==> config.mk <==
export PLATFORM = sky130hd
export DESIGN_NAME = ex_mem_bundle_queue_flat
export DESIGN_NICKNAME = d
export VERILOG_FILES = /design/src/rtl/ex_mem_bundle_queue_pkg.sv /design/src/rtl/ex_mem_bundle_queue_if.sv /design/src/rtl/ex_mem_bundle_queue_fifo_ctrl.sv /design/src/rtl/ex_mem_bundle_queue.sv /design/src/flat_wrapper.sv
export SDC_FILE = /design/constraint.sdc
export NUM_CORES = 1
export LEC_CHECK = 0
export BUFFER_PORTS_ARGS = -buffer_cell sky130_fd_sc_hd__buf_2
export CAP_MARGIN = 10
export CELL_PAD_IN_SITES_DETAIL_PLACEMENT = 1
export CELL_PAD_IN_SITES_GLOBAL_PLACEMENT = 2
export CORE_MARGIN = 4
export CORE_UTILIZATION = 37
export DETAILED_ROUTE_END_ITERATION = 8
export PLACE_DENSITY = 0.92
export RECOVER_POWER = 25
export REMOVE_ABC_BUFFERS = 1
export SETUP_SLACK_MARGIN = 0.05
export SYNTH_ARGS = -nofsm -noshare
export SYNTH_HDL_FRONTEND = slang
export SYNTH_HIERARCHICAL = 1
export SYNTH_SLANG_ARGS = --single-unit
==> constraint.sdc <==
create_clock -name clk -period 23.9 [get_ports clk]
set_input_delay 1.195 -clock clk [delete_from_list [all_inputs] [get_ports clk]]
set_output_delay 1.195 -clock clk [all_outputs]
set_load 0.01 [all_outputs]
==> src/rtl/ex_mem_bundle_queue_pkg.sv <==
// Shared pipeline types for the EX->MEM bundle queue: lane defaults,
// the bundle record and the redirect kill rule.
package ex_mem_bundle_queue_pkg;

    localparam int ISSUE_WIDTH = 2;
    localparam int PAYLOAD_W   = 128;

    typedef struct packed {
        logic [ISSUE_WIDTH-1:0]                valid;
        logic [ISSUE_WIDTH-1:0][PAYLOAD_W-1:0] payload;
    } ex_mem_bundle_t;

    // Whether a lane survives a redirect taken by lane 'oldest' (lane 0 is oldest).
    function automatic logic redirect_keeps_lane(input int lane, input int oldest, input logic keep);
        return (lane < oldest) || ((lane == oldest) && keep);
    endfunction

endpackage

==> src/rtl/ex_mem_bundle_queue_if.sv <==
// Execute-side and mem-side handshake of the EX->MEM bundle queue.
interface ex_mem_bundle_queue_if #(
    parameter int ISSUE_WIDTH = 2,
    parameter int PAYLOAD_W   = 128,
    parameter int DEPTH       = 2
);
    localparam int RL_W  = $clog2(ISSUE_WIDTH) + 1;
    localparam int CNT_W = $clog2(DEPTH + 1);

    logic                                  flush;
    logic [ISSUE_WIDTH-1:0]                in_valid;
    logic [ISSUE_WIDTH-1:0]                in_redirect;
    logic [ISSUE_WIDTH-1:0][PAYLOAD_W-1:0] in_payload;
    logic                                  in_ready;
    logic                                  branch_flush;
    logic [RL_W-1:0]                       redirect_lane;
    logic [ISSUE_WIDTH-1:0]                out_valid;
    logic [ISSUE_WIDTH-1:0][PAYLOAD_W-1:0] out_payload;
    logic                                  out_ready;
    logic [CNT_W-1:0]                      count;

    modport master (
        output flush, in_valid, in_redirect, in_payload, out_ready,
        input  in_ready, branch_flush, redirect_lane, out_valid, out_payload, count
    );

    modport slave (
        input  flush, in_valid, in_redirect, in_payload, out_ready,
        output in_ready, branch_flush, redirect_lane, out_valid, out_payload, count
    );

endinterface

==> src/rtl/ex_mem_bundle_queue_fifo_ctrl.sv <==
// Read/write pointers and occupancy for the bundle queue; pointers wrap at
// DEPTH-1 so any depth works.
module bundle_fifo_ctrl #(
    parameter int DEPTH = 2,
    parameter int PTR_W = 1,
    parameter int CNT_W = 2
) (
    input  logic             clk,
    input  logic             rst,
    input  logic             flush,
    input  logic             enq,
    input  logic             deq,
    output logic [PTR_W-1:0] wr_ptr,
    output logic [PTR_W-1:0] rd_ptr,
    output logic [CNT_W-1:0] count,
    output logic             full,
    output logic             empty
);
    import ex_mem_bundle_queue_pkg::*;

    function automatic logic [PTR_W-1:0] bump(input logic [PTR_W-1:0] p);
        return (p == PTR_W'(DEPTH - 1)) ? '0 : p + PTR_W'(1);
    endfunction

    always_ff @(posedge clk) begin
        if (!rst || flush) begin
            wr_ptr <= '0;
            rd_ptr <= '0;
            count  <= '0;
        end else begin
            if (enq) wr_ptr <= bump(wr_ptr);
            if (deq) rd_ptr <= bump(rd_ptr);
            case ({enq, deq})
                2'b10:   count <= count + CNT_W'(1);
                2'b01:   count <= count - CNT_W'(1);
                default: count <= count;
            endcase
        end
    end

    assign full  = (count == CNT_W'(DEPTH));
    assign empty = (count == '0);

endmodule

==> src/rtl/ex_mem_bundle_queue.sv <==
// EX->MEM bundle queue: applies in-order redirect kill across lanes, buffers
// DEPTH bundles behind a valid/ready handshake and reports accepted redirects.
module ex_mem_bundle_queue #(
    parameter int ISSUE_WIDTH        = ex_mem_bundle_queue_pkg::ISSUE_WIDTH,
    parameter int PAYLOAD_W          = ex_mem_bundle_queue_pkg::PAYLOAD_W,
    parameter int DEPTH              = 2,
    parameter int KEEP_REDIRECT_LANE = 1
) (
    input  logic                  clk,
    input  logic                  rst,
    ex_mem_bundle_queue_if.slave  q
);
    import ex_mem_bundle_queue_pkg::*;

    localparam int PTR_W = (DEPTH > 1) ? $clog2(DEPTH) : 1;
    localparam int CNT_W = $clog2(DEPTH + 1);
    localparam int RL_W  = $clog2(ISSUE_WIDTH) + 1;

    typedef struct packed {
        logic [ISSUE_WIDTH-1:0]                valid;
        logic [ISSUE_WIDTH-1:0][PAYLOAD_W-1:0] payload;
    } bundle_t;

    logic [ISSUE_WIDTH-1:0] hit;
    logic [ISSUE_WIDTH-1:0] masked_valid;
    logic [RL_W-1:0]        oldest_lane;
    int                     oldest_idx;
    logic                   accept, enq, deq, full, empty;
    logic [PTR_W-1:0]       wr_ptr, rd_ptr;
    logic [CNT_W-1:0]       count;
    bundle_t                entry_q [DEPTH];
    bundle_t                wr_bundle;
    bundle_t                head;

    assign hit = q.in_valid & q.in_redirect;

    always_comb begin
        oldest_idx = ISSUE_WIDTH;
        for (int i = ISSUE_WIDTH - 1; i >= 0; i--) begin
            if (hit[i]) oldest_idx = i;
        end
        oldest_lane = (|hit) ? RL_W'(oldest_idx) : '0;
        for (int i = 0; i < ISSUE_WIDTH; i++) begin
            masked_valid[i] = q.in_valid[i] &
                              (~|hit | redirect_keeps_lane(i, oldest_idx, KEEP_REDIRECT_LANE != 0));
        end
        wr_bundle.valid = masked_valid;
        for (int i = 0; i < ISSUE_WIDTH; i++) begin
            wr_bundle.payload[i] = masked_valid[i] ? q.in_payload[i] : '0;
        end
    end

    // rst gates accept so a reset cycle can never signal a redirect to ctrl.
    assign accept = ~full & (|q.in_valid) & ~q.flush & rst;
    assign enq    = accept & (|masked_valid);
    assign deq    = ~empty & q.out_ready & ~q.flush;

    bundle_fifo_ctrl #(
        .DEPTH (DEPTH),
        .PTR_W (PTR_W),
        .CNT_W (CNT_W)
    ) u_ctrl (
        .clk    (clk),
        .rst    (rst),
        .flush  (q.flush),
        .enq    (enq),
        .deq    (deq),
        .wr_ptr (wr_ptr),
        .rd_ptr (rd_ptr),
        .count  (count),
        .full   (full),
        .empty  (empty)
    );

    always_ff @(posedge clk) begin
        if (!rst || q.flush) begin
            for (int i = 0; i < DEPTH; i++) entry_q[i].valid <= '0;
        end else if (enq) begin
            entry_q[wr_ptr] <= wr_bundle;
        end
    end

    assign head            = entry_q[rd_ptr];
    assign q.out_valid     = empty ? '0 : head.valid;
    assign q.out_payload   = empty ? '0 : head.payload;
    assign q.in_ready      = ~full;
    assign q.branch_flush  = accept & (|hit);
    assign q.redirect_lane = q.branch_flush ? oldest_lane : '0;
    assign q.count         = count;

endmodule

==> src/flat_wrapper.sv <==
// flat-port wrapper written by rule: the top's interface ports become plain ports
module ex_mem_bundle_queue_flat import ex_mem_bundle_queue_pkg::*;
#(
    parameter int ISSUE_WIDTH        = ex_mem_bundle_queue_pkg::ISSUE_WIDTH,
    parameter int PAYLOAD_W          = ex_mem_bundle_queue_pkg::PAYLOAD_W,
    parameter int DEPTH              = 2,
    parameter int KEEP_REDIRECT_LANE = 1
)
  (clk, rst, q_flush, q_in_valid, q_in_redirect, q_in_payload, q_out_ready, q_in_ready, q_branch_flush, q_redirect_lane, q_out_valid, q_out_payload, q_count);
  ex_mem_bundle_queue_if #(.ISSUE_WIDTH(ISSUE_WIDTH), .PAYLOAD_W(PAYLOAD_W), .DEPTH(DEPTH)) q_i ();
  input  logic clk;
  input  logic rst;
  input wire logic [$bits(q_i.flush)-1:0] q_flush;
  input wire logic [$bits(q_i.in_valid)-1:0] q_in_valid;
  input wire logic [$bits(q_i.in_redirect)-1:0] q_in_redirect;
  input wire logic [$bits(q_i.in_payload)-1:0] q_in_payload;
  input wire logic [$bits(q_i.out_ready)-1:0] q_out_ready;
  output wire logic [$bits(q_i.in_ready)-1:0] q_in_ready;
  output wire logic [$bits(q_i.branch_flush)-1:0] q_branch_flush;
  output wire logic [$bits(q_i.redirect_lane)-1:0] q_redirect_lane;
  output wire logic [$bits(q_i.out_valid)-1:0] q_out_valid;
  output wire logic [$bits(q_i.out_payload)-1:0] q_out_payload;
  output wire logic [$bits(q_i.count)-1:0] q_count;
  assign q_i.flush = q_flush;
  assign q_i.in_valid = q_in_valid;
  assign q_i.in_redirect = q_in_redirect;
  assign q_i.in_payload = q_in_payload;
  assign q_i.out_ready = q_out_ready;
  assign q_in_ready = q_i.in_ready;
  assign q_branch_flush = q_i.branch_flush;
  assign q_redirect_lane = q_i.redirect_lane;
  assign q_out_valid = q_i.out_valid;
  assign q_out_payload = q_i.out_payload;
  assign q_count = q_i.count;
  ex_mem_bundle_queue #(.ISSUE_WIDTH(ISSUE_WIDTH), .PAYLOAD_W(PAYLOAD_W), .DEPTH(DEPTH), .KEEP_REDIRECT_LANE(KEEP_REDIRECT_LANE)) u_core (.clk(clk), .rst(rst), .q(q_i));
endmodule
==> flow_summary.toml, run 1 <==
[place]
port_buffers = 526
routabilityCongestion = 0.840
dpl.hpwl_um = 39100

[layout]
drive_gt1_share_pct = 31.8
fin_nets = 2194
final_util_pct = 45.9
area_delta_synth_final_pct = 22.9
n_fill_cell = 6048

[timing]
hold_viol_final = 0
fin_crit_sh_pct = 24.6
finalClockSkew_ps = 12.5
worst_slew_pin_slew_ps = 3940
period_needed_ps = 5870
rsz0062_at_grt = "no"
finalSetupViolations = 0
fmax_mhz = 170
slew_headroom_pct = -163
maxSlewViolCount = 189
setup_tns_ps = 0

[power_and_ir_drop]
leakage_nw = 9.67
p_sw_uw = 422
combPwrFrac_pct = 5.8
p_sw_share_pct = 21.5
clockPowerShare_pct = 41.4
powerDensity_mw_per_mm2 = 74.3
p_seq_share_pct = 52.8
peakVddDrop_v = 0.0000604
p_int_mw = 1.55

[setup_path]
slowest_delay_ps = 1740
crit_cells = 5
required_ps = 22710
cp_num_buf_inv = 3
end_kind = "output pin"
cp_slowest_cell = "nor2_1"
crit_path_start_kind = "register"
path_cells = "nor2_1 > buf_4 > buf_4 > nor2_1 > buf_2"
arrival_ps = 4670
worstPathMaxFanout = 78
criticalPathCategory = "register to output pin"
cp_top_family = "simple AND/OR/NAND/NOR gates"
reg2reg_depth = 5

[clock_tree]
hold_buffers = 0
path_clk_slew_ps = 60
clockBufferDepth = 3
worstSkewPairLatency_ps = 590
cts_sinks = 520
numCtsBuffers = 56
post_cts_resized = 0
h-tree-depth = 2
cts-root-buf = "clkbuf_16"
cts_tree = "yes"
cts_setup_buffers = 0

[routing]
dr_wl_met3_um = 2800
vias_per_cell = 4.76
vias = 13100
wirelength_met1_um = 20800
drtAntennaViolNets = 0
wl_per_cell_um = 20.9
drc = 0
drt-initial-drc-count = 668
first_pass_iters = 4
dr.max_layer_used = "met5"
dr_wl_met2_um = 31500
drt_wl_total_um = 57600

[logic_synthesis]
syn_inst = 1416
yosysSeqAreaShare_pct = 72.3
yosys_warnings = 6
synth-seq-cells = 520
syn_area_mm2 = 0.0215
synth_ff_type = "edfxtp_1"
postSynthAreaPerCell_um2 = 15.2
synth.distinct_cells = 30
async_flop_share_pct = 0
synth-edff-count = 516

[status]
outcome = "finished with violations"
violations = "capacitance limit, slew limit"

[global_routing]
grt_antenna_before_repair = 25
grt_start_max_net_pins = 134
overflow = 0
grt_usage_pct = 17.6
grt_pass1_vias = 14500
grt_pass1_wl_um = 85600

[floorplan]
ios = 528
die_area_mm2 = 0.0622
initial_core_util_pct = 37.4
core_mm2 = 0.0577
row_count = 88
die_w_um = 249
die-height_um = 249

[min_path]
hold_class = "register to register"
holdPathStages = 2

[run]
maxCapViolCount = 3
flip-flops by register name, summed over array words and instances (netlist names):
register / count
u_core/u_ctrl/wr_ptr: 1
u_core/entry_q: 516
u_core/u_ctrl/rd_ptr: 1
u_core/u_ctrl/count: 2
placed cells by master, fill, tap and decap left out, types with 2 or more instances in the layout:
| cell type | synthesis | final |
|---|---|---|
| and2_0 | 0 | 158 |
| and2_1 | 256 | 98 |
| and3_1 | 3 | 3 |
| buf_2 | 24 | 525 |
| buf_4 | 5 | 14 |
| bufinv_16 | 0 | 3 |
| clkbuf_1 | 22 | 13 |
| clkbuf_16 | 0 | 57 |
| clkinv_1 | 0 | 9 |
| clkinv_2 | 0 | 15 |
| clkinv_4 | 0 | 3 |
| clkinvlp_4 | 0 | 3 |
| dfxtp_1 | 4 | 3 |
| diode_2 | 0 | 20 |
| edfxtp_1 | 516 | 516 |
| inv_1 | 2 | 2 |
| inv_6 | 0 | 2 |
| mux2i_1 | 258 | 258 |
| nand2b_1 | 2 | 2 |
| nor2_1 | 265 | 265 |
| nor3b_1 | 4 | 4 |
| o21ai_0 | 2 | 2 |
| xnor2_1 | 3 | 3 |
path summary, 6_finish.rpt:
path	startpoint	to	slack [ps]
hold reg to reg	u_core/u_ctrl/count[1]	u_core/u_ctrl/count[1]	530
setup / recovery	u_core/u_ctrl/count[0]	q_out_payload[251]	18030
setup reg to reg	u_core/u_ctrl/count[0]	u_core/entry_q[0][219]	20320
hold / removal	u_core/u_ctrl/count[1]	u_core/u_ctrl/count[1]	530
final cells by class:
cell class / count / area [um2] / share of cell area (%)
Antenna cell: 20 / 50.0 / 0.189
Clock inverter: 35 / 265 / 1.00
Clock buffer: 67 / 1460 / 5.53
Sequential cell: 520 / 15600 / 58.8
Multi-Input combinational cell: 806 / 5390 / 20.4
Timing Repair Buffer: 543 / 2760 / 10.4
Tap cell: 765 / 957 / 3.61
Inverter: 2 / 7.51 / 0.0284
logic make-up (layout without fill, tap and decap cells):
kind of cell             after synthesis  count (layout)  synth area share [%]
AND/OR/NAND/NOR                      536             536                  12.6
flip-flops                           520             520                  72.3
multiplexers                         258             258                  12.0
buffers and inverters                 90             647                  2.76
AO/OA/AOI/OAI                          6               6                 0.192
XOR/XNOR                               4               4                 0.163
adder cells (fa/ha/maj)                1               1                0.0581
other                                  1              21                0.0174
power by group through the flow:
stage	clock network, mW	logic (mW)	registers, mW
6_report	0.815	0.114	1.04
5_1_grt	0.878	0.126	1.04
4_1_cts	0.840	0.116	1.04
3_5_place_dp	0	0.115	1.06
3_3_place_gp	0	0.110	1.06
2_1_floorplan	0	0.0621	1.07
synthesized netlist by cell type (all sizes together) (2+ instances only):
cell type	count	share of area, %
dfxtp	4	0.37
and2	256	7.4
xnor2	3	0.12
clkbuf	32	0.62
nand2b	2	0.058
and3	3	0.087
nor3b	5	0.20
nor2	265	4.6
o21ai	2	0.046
mux2i	258	12
edfxtp	516	72
buf	56	2.1
inv	2	0.035
routing by layer:
metal / global-route usage, % / up-vias
li1: - / 6103
met1: 19.3 / 6495
met2: 32.7 / 381
met3: 3.14 / 131
met4: 8.50 / 8
met5: 0 / -
through the flow:
step | cells | hold WS, ps | area, um2 | setup slack (ps) | power, mW
after floorplan | 1328 | 523 | 21000 | 2460 | 1.13
after global routing | 2758 | 594 | 26500 | 17540 | 2.05
after CTS | 2738 | 574 | 26500 | 18770 | 2.00
after global placement | 2636 | 522 | 24700 | 19560 | 1.17
after detailed placement | 2636 | 560 | 24700 | 19420 | 1.17
final | 2758 | 534 | 26500 | 18030 | 1.97
worst min-delay path, stage by stage, from the launching register on:
cell and delay [ps]:
dfxtp_1 340, o21ai_0 90, a21oi_1 60
(Power assumes the default switching activity.)
==> run 2, diff against run 1 <==
- CORE_UTILIZATION: 37 -> 33
- PLACE_DENSITY: 0.92 -> 0.88
- clock period: 23.9 -> 4.9 ns (I/O delays scaled with it)
==> flow_summary.toml, run 2 (synthesis results as in run 1) <==
[status]
outcome = "finished with violations"
violations = "capacitance limit, slew limit"

[timing]
maxSlewViolCount = 55
finalClockSkew_ps = 19.2
finalSetupViolations = 0
setup_tns_ps = 0
hold_viol_final = 0
rsz0062_at_grt = "no"
worst_slew_pin_slew_ps = 2080
period_needed_ps = 3440
holdWs_ps = 52.8
fin_crit_sh_pct = 70.3
fmax_mhz = 290
slew_headroom_pct = -38.5

[routing]
vias = 14200
first_pass_iters = 6
drt-initial-drc-count = 695
drt_wl_total_um = 64100
drc = 0
wl_per_cell_um = 20.8
vias_per_cell = 4.61
drtAntennaViolNets = 0

[clock_tree]
cts_setup_buffers = 0
clockBufferDepth = 3
path_clk_slew_ps = 60
hold_buffers = 251
worstSkewPairLatency_ps = 600
cts_tree = "yes"
post_cts_resized = 0
h-tree-depth = 2
cts_sinks = 520
cts-root-buf = "clkbuf_16"
numCtsBuffers = 56

[global_routing]
overflow = 0
grt_pass1_vias = 16000
grt_usage_pct = 17.6
grt_start_max_net_pins = 140
grt_pass1_wl_um = 96100
grt_antenna_before_repair = 4

[power_and_ir_drop]
powerDensity_mw_per_mm2 = 337
peakVddDrop_v = 0.000302
leakage_nw = 10.8
fin_total_pwr_mw = 9.84

[place]
routabilityCongestion = 0.799
dpl.hpwl_um = 38500
placedCellCount = 2728
port_buffers = 526

[layout]
final_common_cell = "buf_2"
fin_cells = 3085
reg_top3 = "u_core/entry_q: 516 flops, u_core/u_ctrl/count: 2 flops"
layout_common_cells = "525 x buf_2, 516 x edfxtp_1, 264 x nor2_1, 258 x mux2i_1, 251 x dlygate4sd3_1"
largest_register_ffs = 516
area_delta_synth_final_pct = 35.4
fin_nets = 2447
largest_register = "u_core/entry_q"
drive_gt1_share_pct = 28.5

[setup_path]
reg2reg_depth = 5
arrival_ps = 3660
r2r_end = "u_core/entry_q[1][196]"
r2r_setup_slack_ps = 1820
worstReg2RegStart = "u_core/u_ctrl/count[0]"
criticalPathCategory = "input pin to register"
required_ps = 5110
worstPathMaxFanout = 96
crit_path_start_kind = "input pin"
end_kind = "register"

[floorplan]
die_area_mm2 = 0.0695
die_w_um = 264
core_mm2 = 0.0646
row_count = 93
initial_core_util_pct = 33.4
die-height_um = 264
ios = 528

[run]
maxCapViolCount = 2

[min_path]
min_from = "q_in_payload[12]"
holdPathEnd = "u_core/entry_q[0][12]"
holdPathStages = 2
hold_class = "input pin to register"
==> run 2: power breakdown <==
part / internal [mW] / switching [mW] / leakage, nW / total [mW]
combinational: 0.355 / 0.394 / 5.16 / 0.749
sequential: 5.03 / 0.0372 / 4.75 / 5.07
clock: 2.29 / 1.74 / 0.850 / 4.03
total: 7.68 / 2.17 / 10.8 / 9.84
==> run 2: layer usage <==
metal  vias up  global-route usage, %  part of all wire [%]
met5         -                      0                     0
met4         0                   6.39                   3.4
met3       124                   2.63                   3.8
met2       364                   33.9                    56
met1      7171                   19.6                    37
li1       6565                      -                     -
==> run 2: area by class of cell <==
cell class / instances / area (um2)
multi-input cells: 806 / 5390
well taps: 855 / 1070
flip-flops and latches: 520 / 15600
diodes: 4 / 10.0
repair buffers: 796 / 5400
fillers: 6717 / 35400
inverters: 2 / 7.51
clock inverters: 31 / 213
clock buffers: 71 / 1520
==> run 2: how the worst max path moves through the flow <==
stage / depth (start not counted) / slack [ps] / endpoint / from
3_5_place_dp: 5 / 1810 / u_core/entry_q[1][111] / u_core/u_ctrl/count[0]
2_1_floorplan: 3 / -16020 / u_core/entry_q[1][0] / u_core/u_ctrl/count[0]
4_1_cts: 5 / 1800 / u_core/entry_q[1][67] / u_core/u_ctrl/count[0]
6_report: 5 / 1460 / u_core/entry_q[1][196] / q_in_valid[0]
3_3_place_gp: 5 / 1970 / u_core/entry_q[1][29] / u_core/u_ctrl/count[0]
5_1_grt: 5 / 1090 / q_redirect_lane[0] / q_in_valid[0]
==> run 2: critical path: stages <==
cell	delay, ps
clkbuf_1	1460
nor2_1	410
nor3b_2	660
buf_12	280
buf_12	430
==> run 2: stage by stage <==
stage                     util, %  instance area [um2]  setup WS, ps
after floorplan                 -                21000        -16020
after global placement       38.6                25000          1970
after detailed placement     38.6                25000          1810
after CTS                    45.2                29200          1800
after global routing         45.2                29200          1090
final                        45.2                29200          1460
==> run 3, diff against run 2 <==
- CORE_UTILIZATION: 33 -> 37
- PLACE_DENSITY: 0.88 -> 0.92
- clock period: 4.9 -> 3.2 ns (I/O delays scaled with it)
==> flow_summary.toml, run 3 (synthesis results as in run 1) <==
[power_and_ir_drop]
peakVddDrop_v = 0.000532
powerDensity_mw_per_mm2 = 508
leakage_nw = 10.9

[layout]
drive_gt1_share_pct = 28.7
fin_cells = 3016
largest_register_ffs = 516
area_delta_synth_final_pct = 36.2
largest_register = "u_core/entry_q"
layout_common_cells = "520 x buf_2, 516 x edfxtp_1, 264 x nor2_1, 258 x mux2i_1, 257 x dlygate4sd3_1"
fin_nets = 2476
final_common_cell = "buf_2"
final_util_pct = 50.9
reg_top3 = "u_core/entry_q: 516 flops, u_core/u_ctrl/count: 2 flops"

[floorplan]
die_area_mm2 = 0.0622
ios = 528
die-height_um = 249
row_count = 88
core_mm2 = 0.0577
initial_core_util_pct = 37.4
die_w_um = 249

[timing]
finalClockSkew_ps = 17.6
fin_crit_sh_pct = 87.1
rsz0062_at_grt = "no"
setup_tns_ps = 0
hold_viol_final = 0
worst_slew_pin_slew_ps = 2110
finalSetupViolations = 0
period_needed_ps = 2790
setup_ws_ps = 413
maxSlewViolCount = 67
holdWs_ps = 65.2
fmax_mhz = 359
slew_headroom_pct = -41.1

[place]
place_ws_ps = 493
placedCellCount = 2664
port_buffers = 526
dpl.hpwl_um = 40600
routabilityCongestion = 0.834

[setup_path]
cp_slowest_cell = "a21boi_1"
arrival_ps = 2630
crit_path_start_kind = "input pin"
path_cells = "clkbuf_1 > a21boi_1 > and3_1 > buf_2"
slowest_delay_ps = 1670
criticalPathCategory = "input pin to output pin"
cp_top_family = "compound AO/OA/AOI/OAI gates"
required_ps = 3040
end_kind = "output pin"
cp_num_buf_inv = 2
worstPathMaxFanout = 20

[routing]
drc = 0
wl_per_cell_um = 22.3
drt-initial-drc-count = 746
first_pass_iters = 5
drtAntennaViolNets = 0
drt_wl_total_um = 67100
vias_per_cell = 4.85
vias = 14600

[clock_tree]
cts-root-buf = "clkbuf_16"
hold_buffers = 257
cts_setup_buffers = 0
cts_sinks = 520
cts_tree = "yes"
path_clk_slew_ps = 60
worstSkewPairLatency_ps = 580
clockBufferDepth = 3
post_cts_resized = 0
numCtsBuffers = 53
h-tree-depth = 2

[global_routing]
grt_pass1_wl_um = 101000
overflow = 0
grt_antenna_before_repair = 4
grt_usage_pct = 21.0
grt_util_met1_pct = 22.4
top_usage_layer = "met2"
use_met2_pct = 40.2
grt_pass1_vias = 16600
grtUsageMet3_pct = 3.41
grt_start_max_net_pins = 149

[status]
violations = "capacitance limit, slew limit"
outcome = "finished with violations"

[min_path]
hold_class = "input pin to register"

[run]
maxCapViolCount = 2
[run 3: changes by cell type in the layout (fill, tap and decap cells not counted), sizes merged, moves of 2 or more]
cell,delta
buf,+20
clkinvlp,-4
clkbuf,-4
dlygate4sd3,+6
bufinv,+2
clkinv,+2
[run 3: tightest hold or removal path: stages]
cell     delay (ps)
buf_2           100
nor3b_1         150
xnor2_1         150
nor2_1           50
[run 3: layer usage]
| layer | part of all wire, % | vias up |
|---|---|---|
| met5 | 0.031 | - |
| met4 | 5.0 | 4 |
| met3 | 4.3 | 180 |
| met2 | 55 | 491 |
| met1 | 35 | 7317 |
| li1 | - | 6648 |
[run 3: final timing paths]
kind	start	to	slack [ps]	cells past startpoint
hold reg to reg	u_core/u_ctrl/count[1]	u_core/u_ctrl/count[1]	630	2
setup / recovery	q_in_valid[0]	q_redirect_lane[0]	410	4
hold / removal	q_out_ready	u_core/u_ctrl/rd_ptr	70	4
setup reg to reg	u_core/u_ctrl/count[0]	u_core/entry_q[0][46]	480	5
[run 3: area by class of cell]
| cell class | instances | area [um2] |
|---|---|---|
| tap | 765 | 957 |
| inverter | 2 | 7.51 |
| antenna | 3 | 7.51 |
| multi-input combinational | 806 | 5390 |
| fill | 5908 | 28300 |
| sequential | 520 | 15600 |
| timing repair buffer | 828 | 5780 |
| clock inverter | 31 | 253 |
| clock buffer | 61 | 1380 |
[run 3: report_power, final]
| group | internal (mW) | total (mW) | switching, mW |
|---|---|---|---|
| Clock | 3.38 | 5.95 | 2.57 |
| Combinational | 0.574 | 1.21 | 0.638 |
| Sequential | 7.70 | 7.76 | 0.0583 |
[run 3: through the flow]
stage | power, mW | instance area [um2]
floorplan | 8.46 | 21000
global placement | 8.78 | 25200
detailed placement | 8.83 | 25200
CTS | 15.0 | 29400
global route | 15.5 | 29400
finish | 14.9 | 29400
